**config.mk**
```make
export PLATFORM = sky130hd
export DESIGN_NAME = io_switch_debouncer
export DESIGN_NICKNAME = d
export VERILOG_FILES = /design/src/rtl/io_switch_debouncer.sv
export SDC_FILE = /design/constraint.sdc
export NUM_CORES = 1
export LEC_CHECK = 0
export ABC_AREA = 1
export CAP_MARGIN = 20
export CORE_ASPECT_RATIO = 1.1
export CORE_MARGIN = 3
export CORE_UTILIZATION = 50
export CTS_BUF_LIST = sky130_fd_sc_hd__clkbuf_8
export DETAILED_ROUTE_END_ITERATION = 7
export PLACE_DENSITY = 0.63
export SETUP_SLACK_MARGIN = 0.2
export SYNTH_ARGS = -nofsm -noshare
export SYNTH_HDL_FRONTEND = slang
export SYNTH_SLANG_ARGS = --single-unit
```
**constraint.sdc**
```tcl
create_clock -name clock -period 1.6 [get_ports clock]
set_input_delay 0.48 -clock clock [delete_from_list [all_inputs] [get_ports clock]]
set_output_delay 0.48 -clock clock [all_outputs]
set_load 0.02 [all_outputs]
```
**src/rtl/io_switch_debouncer.sv**
```systemverilog
// Synchronises and debounces SW0, SW1 and PB0 for the IO input port.
// Also produces a PB0 press pulse and a sticky press flag that software polls.
module io_switch_debouncer #(
   parameter int DEBOUNCE_CYCLES = 50000,
   parameter int CNT_WIDTH       = 16
) (
   input  logic clock,
   input  logic reset_n,
   input  logic sw0_raw,
   input  logic sw1_raw,
   input  logic pb0_raw,
   input  logic pb0_ack,
   output logic io_sw0,
   output logic io_sw1,
   output logic io_pb0,
   output logic pb0_press,
   output logic pb0_latched
);

   localparam int NCH = 3;
   localparam logic [CNT_WIDTH-1:0] CNT_MAX = CNT_WIDTH'(DEBOUNCE_CYCLES - 1);

   // Channel index matches the port bit: 0 = PB0, 1 = SW0, 2 = SW1.
   logic [NCH-1:0]       raw;
   logic [NCH-1:0]       sync1;
   logic [NCH-1:0]       sync2;
   logic [NCH-1:0]       stable;
   logic [NCH-1:0]       stable_next;
   logic [CNT_WIDTH-1:0] cnt      [NCH];
   logic [CNT_WIDTH-1:0] cnt_next [NCH];
   logic                 pb0_rise;
   logic                 latched_next;

   assign raw = {sw1_raw, sw0_raw, pb0_raw};

   // NOTE: every output of this block gets a default first, so no path can infer a latch.
   always_comb begin
      stable_next = stable;
      for (int i = 0; i < NCH; i++) begin
         cnt_next[i] = '0;
         if (sync2[i] != stable[i]) begin
            if (cnt[i] == CNT_MAX) begin
               stable_next[i] = sync2[i];
            end else begin
               cnt_next[i] = cnt[i] + 1'b1;
            end
         end
      end
   end

   // A press completes on the edge where the debounced PB0 level flips to 1.
   assign pb0_rise = stable_next[0] & ~stable[0];

   // Set beats ack so a press arriving with an acknowledge is never lost.
   always_comb begin
      latched_next = pb0_latched;
      if (pb0_rise) begin
         latched_next = 1'b1;
      end else if (pb0_ack) begin
         latched_next = 1'b0;
      end
   end

   // NOTE: sequential state uses non-blocking assignments so every flop samples pre-edge values.
   always_ff @(posedge clock or negedge reset_n) begin
      if (!reset_n) begin
         sync1       <= '0;
         sync2       <= '0;
         stable      <= '0;
         pb0_press   <= 1'b0;
         pb0_latched <= 1'b0;
         for (int i = 0; i < NCH; i++) begin
            cnt[i] <= '0;
         end
      end else begin
         sync1       <= raw;
         sync2       <= sync1;
         stable      <= stable_next;
         pb0_press   <= pb0_rise;
         pb0_latched <= latched_next;
         for (int i = 0; i < NCH; i++) begin
            cnt[i] <= cnt_next[i];
         end
      end
   end

   assign io_pb0 = stable[0];
   assign io_sw0 = stable[1];
   assign io_sw1 = stable[2];

endmodule

```
### After elaboration in Yosys (flattened, before gate mapping)

Cells that the tools add are included.
Widths: inputs -> output; s select.

* register bits after elaboration: 59
* bits in latches: 0
* bits in writable memories: 0
* ROM bits: 0
* input port bits: 6
* output and inout bits: 5
* memories kept: 0

* $add $sub $neg: 3
* multiply operators: 0
* divide/modulo/power cells: 0
* $lt $le $gt $ge: 0
* equality and inequality tests: 6
* shifts and indexed selects: 0
* muxes and demuxes: 10
* bitwise gates (word level): 2
* reductions and logical operators: 3

Operators with widths (number)
* $mux 16: 6
* $add 16x1->16 const B: 3
* $eq 16x16->1 const B: 3
* $mux 1: 4
* $reduce_and 2->1: 2
* $ne 1x1->1: 3
* $reduce_bool 2->1: 1
* $and 1x1->1: 1
* $not 1->1: 1

### Longest topological paths before layout

* depth in word-level cells: 5
* gate-level depth with buffers: 8

### Least setup slack after synthesis

No wires, ideal clock.

* path kind: register to register
* start point: reg stable[1]
* end point: reg cnt[24] (netlist bit)
* arrival: 1.181 ns
* required time: 1.476 ns
* slack: 0.295 ns
* cell stages (with the launch flop): 5
* buffers on the path: 0
* clock period less this slack: 1.305 ns
* path through: dfrtp_1 xnor2_1 inv_1 nand2_1 nor2_1

RTL lines
* start: declaration: line 27 `logic [NCH-1:0] stable;`
* start signal: assignment: line 78 `stable <= stable_next;`
* end signal: indexed assignment: line 82 `cnt[i] <= cnt_next[i];`
* end: declaration: line 29 `logic [CNT_WIDTH-1:0] cnt [NCH];`

### Worst setup path in the final report

* start point: reg stable[2]
* end point: out io_sw1

RTL lines
* end: declaration: line 14 `output logic io_sw1,`

No word-level cell between the ends.

==> results.tsv <==
stage	metric	value	unit
outcome	status	finished, final reports clean	
place	hpwl	3.89	mm
clock_network	hold_buffers	0	
place	placed_area	3250	µm²
clock_network	clockBufferDepth	2	
worst_setup_path	cp_num_buf_inv	1	
worst_setup_path	reg2reg_depth	7	
pwr	powerDensity	796	nW/µm²
timing	finalCritPeriodShare	86.5	%
routing	first_pass_iters	4	
synth	yosys-top-cells-count	nand2_1 (78), nor2_1 (78), dfrtp_1 (59)	
routing	top_layer_used	met4	
worst_setup_path	crit_type	reg2out	
timing	timing.fmax	723	MHz
synth	synthArstFlopShare	100	%
routing	post_drt_via_cell_ratio	4.82	
final_layout	drive_above_1_share	18.7	%
worst_setup_path	cp_slowest_stage_delay	0.43	ns
timing	final_hold_viol_count	0	
global_route	grt_pass1_wl	9.90	mm
global_route	track_usage	18.2	%
routing	wl_per_cell	11.7	µm
worst_setup_path	cpLargestDelayFamily	flip-flops	
synth	synth_top_area_share	49.0	%
worst_setup_path	worstReg2RegEnd	cnt[41]$_DFF_PN0_	
clock_network	clkSinkCount	59	
timing	rsz0062_at_grt	true	
timing	period_needed	1.38	ns
timing	fin_skew	0.00803	ns
floorplanning	die_width	80	µm
synth	seq_area_frac_synth	49.0	%
global_route	overflow	0	
worst_setup_path	crit_path_max_fanout	3	
final_layout	num-fill-cells	523	
hold_path	hold_path.class	in2async	
final_layout	nets	411	
synth	synth_seq_cells	59	
worst_setup_path	crit_required	1.12	ns
synth	yosysWarnings	0	
synth	synth_edf_count	0	
floorplanning	core_area	5810	µm²
floorplanning	die-area	6990	µm²
routing	drc_errors	0	
worst_setup_path	reg2reg_slack	0.26	ns
floorplanning	initial_core_util	51.9	%
clock_network	cts_buffers	9	
timing	slew_viol_final	0	
routing	postRouteAntennaNets	0	
clock_network	clock_latency	0.32	ns
routing	route.vias.total	2333	
clock_network	clkTransAtPathRegs	0.06	ns
pwr	total_power	2.84	mW
place	place_congestion	0.836	
routing	drt-initial-drc-count	93	
worst_setup_path	slowest_stage	dfrtp_1	
synth	synth.distinct_cells	25	
synth	avgSynthCellArea	8.10	µm²
final_layout	fin_area	3570	µm²
routing	wirelength	5.65	mm
routing	wl_met1	2.72	mm
final_layout	fin_cells	484	
routing	wl_met3	142	µm
floorplanning	io_pins	11	
place	dp_cells	463	
global_route	grt_max_degree	60	
final_layout	area_growth_syn_to_layout	18.5	%
final_layout	diodes	0	
floorplanning	rows	29	
synth	synth_cells	372	
synth	netlist_area	3010	µm²
clock_network	cts_tree	built	
worst_setup_path	crit_arrival	0.90	ns
worst_setup_path	cp_cell_sequence	buf_6	
synth	synth_nets	381	
final_layout	seq_area	1480	µm²
routing	dr_wl_met2	2.71	mm
final_layout	final_util	61.5	%
synth	synthTopCellsByArea	dfrtp_1 (49%), nand2_1 (9.7%), nor2_1 (9.7%), inv_1 (5.2%), xor2_1 (4.7%)	
final_layout	multi_input_area	1480	µm²
timing	max_slew_margin	79.1	%
timing	setup_viol	0	
flow_run	drv_cap	0	
synth	synth_top_area_cell	dfrtp_1	
worst_setup_path	startpoint_type	register	
worst_setup_path	endpoint_kind	output pin	
synth	synthFlopType	dfrtp_1	
place	port_buffers	10	
pwr	peakVddDrop	0.727	mV
clock_network	htreeDepth	3	
worst_setup_path	worstReg2RegStart	stable[0]$_DFF_PN0_	
timing	setup_tns	0	ns
pwr	leakage	1.62	nW
global_route	antenna_found_initial	0	
global_route	grt_pass1_vias	2277	
timing	worst_slew_pin_slew	0.313	ns
clock_network	clk_root_buffer_cell	clkbuf_8	
floorplanning	dieHeight	87.4	µm
-- worst max path at each step --
stage | to | slack, ns | start | depth (start not counted)
global placement | io_sw0 | 0.16 | stable[1]$_DFFE_PN0P_ | 1
detailed placement | io_sw0 | 0.13 | stable[1]$_DFFE_PN0P_ | 1
CTS | cnt[24]$_DFF_PN0_ | 0.20 | cnt[16]$_DFF_PN0_ | 6
floorplan | cnt[24]$_DFF_PN0_ | 0.29 | stable[1]$_DFFE_PN0P_ | 4
global route | cnt[41]$_DFF_PN0_ | 0.16 | stable[0]$_DFF_PN0_ | 7
finish | io_sw1 | 0.22 | stable[2]$_DFFE_PN0P_ | 1
-- where the power goes --
part / total [mW] / leakage [nW] / internal (mW) / switching, mW
registers: 1.54 / 0.799 / 1.52 / 0.0245
clock network: 1.16 / 0.103 / 0.624 / 0.532
logic: 0.142 / 0.718 / 0.0548 / 0.0867
-- cells in the final DEF (no fill, tap or decap), types with 3 or more instances in the layout --
cell             instances
buf_4                    7
buf_2                    5
o21bai_1                 6
nand2_4                  4
inv_2                    4
nor2_1                  74
clkdlybuf4s50_1          4
a31oi_1                  3
nor2_4                   7
nor2_2                  11
dfrtp_2                  3
nand2_1                 75
inv_1                   44
a21oi_1                  9
dfrtp_1                 56
xnor2_1                  5
clkbuf_8                11
nand4_1                  9
nor3_1                   8
xor2_1                  15
nand3_4                  3
nand3_1                 17
nand2_2                  7
o21ai_1                  3
-- cell families after synthesis --
logic type	share of synthesized area (%)
compound gates	5.07
buf+inv	5.73
flops	49.0
fa+ha+maj	1.25
simple gates	32.8
xor+xnor	6.11
-- registers in the layout, summed over array words and instances (netlist names) --
register	flops
cnt	48
stable	3
sync1	3
sync2	3
pb0_latched	1
pb0_press	1
-- area by class of cell --
cell class | count | share of cell area (%)
clock buffers | 11 | 4.24
clock inverters | 5 | 0.596
inverters | 46 | 4.98
multi-input cells | 267 | 41.5
flip-flops and latches | 59 | 41.5
well taps | 77 | 2.70
repair buffers | 19 | 4.49
-- repair_timing --
action                     4_1_cts  5_1_grt
resized for setup               24       30
setup endpoints to repair       25       37
setup buffers                    0        5
cloned                           0        0
pin swaps                        0        5
-- per-stage QoR --
stage               hold slack, ns  setup slack [ns]
finish                       0.142             0.216
global route                 0.170             0.163
CTS                          0.149             0.196
detailed placement           0.335             0.129
global placement             0.333             0.159
floorplan                    0.184             0.295
-- metal layers --
metal  vias up  track usage [%]
li1       1223                -
met1      1081             23.5
met2        22             29.0
met3         7             3.52
met4         0             9.06
met5         -                0
(Power assumes the default switching activity.)
